<file path="src/rtl/raw_readout_pkg.sv">
// Shared constants and FSM state type for the raw hit readout.
// Imported by raw_trig_fifo and raw_hits_readout.
package raw_readout_pkg;

  localparam int RAW_W           = 672;
  localparam int FRAME_W         = 16;
  localparam int FRAMES_PER_WORD = 42;
  localparam int ADDR_W          = 8;

  typedef enum logic [2:0] {
    ST_IDLE,
    ST_HEADER,
    ST_ADDR,
    ST_LOAD,
    ST_SHIFT
  } state_t;

endpackage

</file>
<file path="src/rtl/raw_trig_fifo.sv">
// Small FIFO of trigger window start addresses.
// A push while full is dropped; push and pop in one cycle both happen.
module raw_trig_fifo
  import raw_readout_pkg::*;
#(
  parameter int DEPTH = 4
) (
  input  logic              clk,
  input  logic              rst_n,
  input  logic              push,
  input  logic              pop,
  input  logic [ADDR_W-1:0] din,
  output logic [ADDR_W-1:0] dout,
  output logic              full,
  output logic              empty
);

  localparam int AW = $clog2(DEPTH);
  localparam logic [AW-1:0] P_ONE  = 1;
  localparam logic [AW:0]   C_ONE  = 1;
  localparam logic [AW:0]   C_FULL = DEPTH[AW:0];

  logic [ADDR_W-1:0] mem [DEPTH];
  logic [AW-1:0]     wp;
  logic [AW-1:0]     rp;
  logic [AW:0]       cnt;
  logic              do_push;
  logic              do_pop;

  assign do_push = push && !full;
  assign do_pop  = pop && !empty;
  assign full    = (cnt == C_FULL);
  assign empty   = (cnt == '0);
  assign dout    = mem[rp];

  // storage, pointers and occupancy count
  always_ff @(posedge clk or negedge rst_n) begin
    if (!rst_n) begin
      for (int i = 0; i < DEPTH; i++) mem[i] <= '0;
      wp  <= '0;
      rp  <= '0;
      cnt <= '0;
    end else begin
      if (do_push) begin
        mem[wp] <= din;
        wp      <= wp + P_ONE;
      end
      if (do_pop) rp <= rp + P_ONE;
      case ({do_push, do_pop})
        2'b10:   cnt <= cnt + C_ONE;
        2'b01:   cnt <= cnt - C_ONE;
        default: cnt <= cnt;
      endcase
    end
  end

endmodule

</file>
<file path="src/rtl/raw_hits_readout.sv">
// Raw hit readout: queues L1A windows and streams 672-bit words as 16-bit frames.
// Optional header frame per event when RAW_READOUT_HEADER_EN is defined.
module raw_hits_readout
  import raw_readout_pkg::*;
#(
  parameter int TRIG_DEPTH = 4
) (
  input  logic              clk,
  input  logic              rst_n,
  input  logic              l1a,
  input  logic [7:0]        l1a_delay,
  input  logic [7:0]        wblock,
  input  logic [ADDR_W-1:0] adw,
  output logic [ADDR_W-1:0] adr,
  output logic [ADDR_W-1:0] adb,
  input  logic [RAW_W-1:0]  dr,
  output logic [FRAME_W-1:0] dout,
  output logic              dout_valid,
  input  logic              dout_ready,
  output logic              dout_last,
  output logic              trig_overflow,
  output logic              busy
);

  localparam logic [5:0] LAST_FRAME = 6'(FRAMES_PER_WORD - 1);

  state_t            state;
  state_t            state_nxt;
  logic              pop;
  logic              fifo_full;
  logic              fifo_empty;
  logic [ADDR_W-1:0] fifo_head;
  logic [ADDR_W-1:0] start_now;
  logic [ADDR_W-1:0] cur;
  logic [RAW_W-1:0]  sr;
  logic [5:0]        fcnt;
  logic [8:0]        wcnt;
  logic              word_done;
  logic              evt_done;

  assign start_now = adw - l1a_delay;
  assign word_done = (fcnt == LAST_FRAME);
  assign evt_done  = word_done && (wcnt == {1'b0, wblock});

  raw_trig_fifo #(
    .DEPTH (TRIG_DEPTH)
  ) u_fifo (
    .clk   (clk),
    .rst_n (rst_n),
    .push  (l1a),
    .pop   (pop),
    .din   (start_now),
    .dout  (fifo_head),
    .full  (fifo_full),
    .empty (fifo_empty)
  );

  // state register
  always_ff @(posedge clk or negedge rst_n) begin
    if (!rst_n) state <= ST_IDLE;
    else        state <= state_nxt;
  end

  // next state, fifo pop and frame outputs
  always_comb begin
    state_nxt  = state;
    pop        = 1'b0;
    dout       = '0;
    dout_valid = 1'b0;
    dout_last  = 1'b0;
    unique case (state)
      ST_IDLE: begin
        if (!fifo_empty) begin
          pop = 1'b1;
`ifdef RAW_READOUT_HEADER_EN
          state_nxt = ST_HEADER;
`else
          state_nxt = ST_ADDR;
`endif
        end
      end
`ifdef RAW_READOUT_HEADER_EN
      ST_HEADER: begin
        dout       = {cur, wblock};
        dout_valid = 1'b1;
        if (dout_ready) state_nxt = ST_ADDR;
      end
`endif
      ST_ADDR: state_nxt = ST_LOAD;
      ST_LOAD: state_nxt = ST_SHIFT;
      ST_SHIFT: begin
        dout       = sr[FRAME_W-1:0];
        dout_valid = 1'b1;
        dout_last  = evt_done;
        if (dout_ready && word_done)
          state_nxt = evt_done ? ST_IDLE : ST_ADDR;
      end
      default: state_nxt = ST_IDLE;
    endcase
  end

  // datapath: addresses, shift register, counters, status flags
  always_ff @(posedge clk or negedge rst_n) begin
    if (!rst_n) begin
      adr           <= '0;
      adb           <= '0;
      cur           <= '0;
      sr            <= '0;
      fcnt          <= '0;
      wcnt          <= '0;
      trig_overflow <= 1'b0;
      busy          <= 1'b0;
    end else begin
      trig_overflow <= l1a && fifo_full;
      busy          <= (state != ST_IDLE) || !fifo_empty;
      if (state != ST_IDLE) adb <= cur;
      else if (!fifo_empty) adb <= fifo_head;
      else                  adb <= start_now;
      if (pop) begin
        adr  <= fifo_head;
        cur  <= fifo_head;
        wcnt <= '0;
      end
      if (state == ST_LOAD) begin
        sr   <= dr;
        fcnt <= '0;
      end
      if (state == ST_SHIFT && dout_ready) begin
        sr <= sr >> FRAME_W;
        if (word_done) begin
          if (!evt_done) begin
            adr  <= adr + 8'd1;
            wcnt <= wcnt + 9'd1;
          end
        end else begin
          fcnt <= fcnt + 6'd1;
        end
      end
    end
  end

endmodule

</file>
<file path="config.mk">
export PLATFORM = sky130hd
export DESIGN_NAME = raw_hits_readout
export DESIGN_NICKNAME = d
export VERILOG_FILES = /design/src/rtl/raw_readout_pkg.sv /design/src/rtl/raw_trig_fifo.sv /design/src/rtl/raw_hits_readout.sv
export SDC_FILE = /design/constraint.sdc
export NUM_CORES = 2
export LEC_CHECK = 0
export ABC_AREA = 1
export CAP_MARGIN = 25
export CORE_MARGIN = 2
export CORE_UTILIZATION = 35
export DETAILED_ROUTE_END_ITERATION = 8
export GPL_TIMING_DRIVEN = 0
export REMOVE_ABC_BUFFERS = 1
export SETUP_SLACK_MARGIN = 0.4
export SYNTH_ARGS = -nofsm -noshare
export SYNTH_HDL_FRONTEND = slang
export SYNTH_SLANG_ARGS = --single-unit
</file>
<file path="constraint.sdc">
create_clock -name clk -period 2.3 [get_ports clk]
set_clock_uncertainty 0.2 [all_clocks]
set_input_delay 0.575 -clock clk [delete_from_list [all_inputs] [get_ports clk]]
set_output_delay 0.575 -clock clk [all_outputs]
set_load 0.01 [all_outputs]
</file>
==> impl_metrics.csv <==
group,metric,value,unit
status,status,"finished with violations",
status,violations,"hold timing, setup timing",
logic_synthesis,synth_seq_area_share,51.5,%
setup_path,crit_type,"flip-flop to output port",
logic_synthesis,synth_cell_type_count,35,
sta,tightest_slew,0.995,ns
logic_synthesis,synth-compound-area-share,15.2,%
power_and_ir_drop,p_total,0.0701,W
placement,dpl_cell_area,45200,um^2
power_and_ir_drop,p_int,0.0433,W
sta,slew_headroom,33.6,%
finish,area_delta_synth_final,50.8,%
placement,port_buffers,735,
floorplan,die_area,107000,um^2
logic_synthesis,synth_ff_type,"dfrtp_1",
hold_path,min_path_type,"input pin to asynchronous set/reset pin",
global_routing,grt_util_met1,33.3,%
floorplan,rows,118,
detailed_routing,route.detailed.drc,0,
placement,dp_hpwl,75.2,mm
detailed_routing,drt_first_pass_iters,6,
floorplan,ios,736,
sta,hold_slack,-0.377,ns
detailed_routing,detail_route.vias_per_cell,5.11,
global_routing,grt_max_degree,193,
flow_run,drv_cap,0,
sta,setup_viol,733,
finish,nNetsFinal,6383,
cts,path_clk_slew,0.06,ns
cts,numCtsBuffers,89,
sta,fin_crit,2.74,ns
cts,clockRootBuffer,"clkbuf_16",
detailed_routing,vias,36476,
finish,drive_above_1_share,13.7,%
logic_synthesis,muxShareOfSynthArea,0,%
power_and_ir_drop,cellLeakagePower,27.0,nW
floorplan,die_w,328,um
finish,fillers,9402,
finish,postLayoutCellArea,55300,um^2
floorplan,core-area,104000,um^2
global_routing,grt_first_pass_wirelength,223,mm
logic_synthesis,synth_seq_cells,755,
cts,htreeDepth,3,
setup_path,cp-start-kind,"flip-flop",
detailed_routing,routedWlPerCell,21.2,um
power_and_ir_drop,p_sw,0.0268,W
logic_synthesis,synthCells,4834,
logic_synthesis,postSynthAreaPerCell,7.58,um^2
logic_synthesis,yosysTopAreaCellShare,51.5,%
finish,seq_area,18900,um^2
global_routing,antenna_found_initial,49,
logic_synthesis,synthSimpleGateAreaFrac,20.9,%
sta,rsz0062_at_grt,"yes",
sta,maxSlewViolCount,0,
finish,multi_input_area,15100,um^2
cts,clk_latency,0.67,ns
power_and_ir_drop,ir_drop,0.000654,V
logic_synthesis,synthAdderAreaFrac,0.655,%
logic_synthesis,synth_top_family_by_area,"simple AND/OR/NAND/NOR gates",
global_routing,top_usage_layer,"met2",
finish,final_common_cell,"nand2_1",
finish,layout_common_cells,"1275 x nand2_1, 751 x dfrtp_1, 731 x inv_1",
setup_path,cp_max_fo,5,
global_routing,grt_pass1_vias,35110,
detailed_routing,drt_iter0_drc,3439,
setup_path,crit_required,1.52,ns
sta,hold_viol_final,53,
logic_synthesis,yosysTopAreaCell,"dfrtp_1",
detailed_routing,finalWirelength,151,mm
floorplan,die_h,328,um
logic_synthesis,synthArstFlopShare,100,%
global_routing,grtUsageTotal,27.3,%
global_routing,gr-total-overflow,0,
detailed_routing,postRouteAntennaNets,0,
logic_synthesis,synth_area_leaders,"dfrtp_1 52%, nand2_1 14%, o21ai_0 11%",
global_routing,grt_use_met3,7.79,%
power_and_ir_drop,power_frac_comb,46.3,%
floorplan,start_util,35.4,%
cts,clockBufferDepth,3,
placement,pre_cts_slack,-3.58,ns
cts,cts_tree,"done",
placement,gp_congestion,0.810,
global_routing,use_met2,44.4,%
cts,cts.sinks,755,
power_and_ir_drop,swShare,38.2,%
power_and_ir_drop,share_seq_of_total_power,32.8,%
logic_synthesis,ys_warn_count,0,
logic_synthesis,synth_edf_count,0,
sta,max_freq,365,MHz
setup_path,cp.arrival,1.97,ns
setup_path,cp-end-kind,"output port",
sta,layout_setup_ws,-0.443,ns
power_and_ir_drop,p_clk_share,20.9,%
logic_synthesis,synth-xor-area-share,0.526,%
logic_synthesis,syn_area,36700,um^2
sta,period_share,119,%
power_and_ir_drop,p_per_area,1270,nW/um^2
synth_stat cells (all sizes together), types with 5 or more instances:
library cell  number
nor2              92
o21ai           1023
inv              736
dfrtp            755
nand3            391
o211ai            18
clkbuf           167
xnor2              5
a21oi             40
o22ai              7
nand2           1403
ha                16
xor2              17
buf              144
registers in the layout, indices dropped and copies added, names as in the netlist:
name and flops:
u_fifo.rp 2, u_fifo.wp 2, busy 1, sr 672, adr 8, state 3
u_fifo.mem 32, wcnt 9, cur 8, u_fifo.cnt 3, fcnt 6, trig_overflow 1
adb 8
power groups by stage:
stage	Clock (W)	Combinational [W]	Sequential (W)
after CTS	0.0149	0.0312	0.0229
after detailed placement	0	0.0205	0.0229
after floorplan	0	0.0153	0.0220
after global placement	0	0.0173	0.0229
final	0.0146	0.0324	0.0230
after global routing	0.0155	0.0357	0.0236
layer usage:
metal / part of all wire, % / wire [um]
met1: 38 / 58000
met2: 47 / 70700
met3: 9.8 / 14800
met4: 4.9 / 7350
met5: 0.25 / 382
layout make-up:
class / instances / share of cell area [%]
timing repair inverter: 2 / 0.0317
multi-input combinational: 3044 / 27.3
sequential: 755 / 34.2
clock buffer: 134 / 4.77
tap: 1380 / 3.12
antenna: 23 / 0.104
inverter: 736 / 5.06
timing repair buffer: 1037 / 24.8
clock inverter: 27 / 0.643
path summary, 6_finish.rpt:
kind	start	to	slack, ns	cells after the start
max	state[1]	dout[2]	-0.44	6
min reg2reg	sr[600]	sr[584]	0.28	2
max in group asynchronous	rst_n	sr[164]	0.54	4
min in group clk	dr[666]	sr[666]	0.27	3
min	rst_n	sr[534]	-0.38	1
max reg2reg	state[1]	sr[265]	-0.41	11
what timing repair did:
action,in CTS,in global routing
gates resized for setup,747,139
endpoints found under the setup margin,785,971
pin swaps,48,12
setup buffers,118,22
cloned,144,3
endpoints found under the hold margin,53,53
metrics by stage:
stage                     hold slack, ns  TNS (ns)  utilization (%)  cells
after floorplan                   0.0794  -7412.29                -   4523
after global placement             0.260         -             42.8   6638
after detailed placement           0.264  -1565.98             43.6   6667
after CTS                         -0.407   -152.53             52.7   7090
after global routing              -0.367   -224.01             53.3   7128
final                             -0.377   -174.68             53.3   7138
worst max-delay path, stage by stage, from the launching register on:
cell	delay, ns
dfrtp_2	0.42
nor2_4	0.19
buf_6	0.13
buf_12	0.14
nand2_8	0.14
nor2_1	0.11
buf_2	0.13
logic make-up after synthesis:
kind of cell               count (synthesis)
adders and majority gates                 18
AOI/OAI and AO/OA                       1098
buffers and inverters                   1047
and+or+nand+nor                         1894
xor gates and xnor gates                  22
DFF                                      755
(Power assumes the default switching activity.)
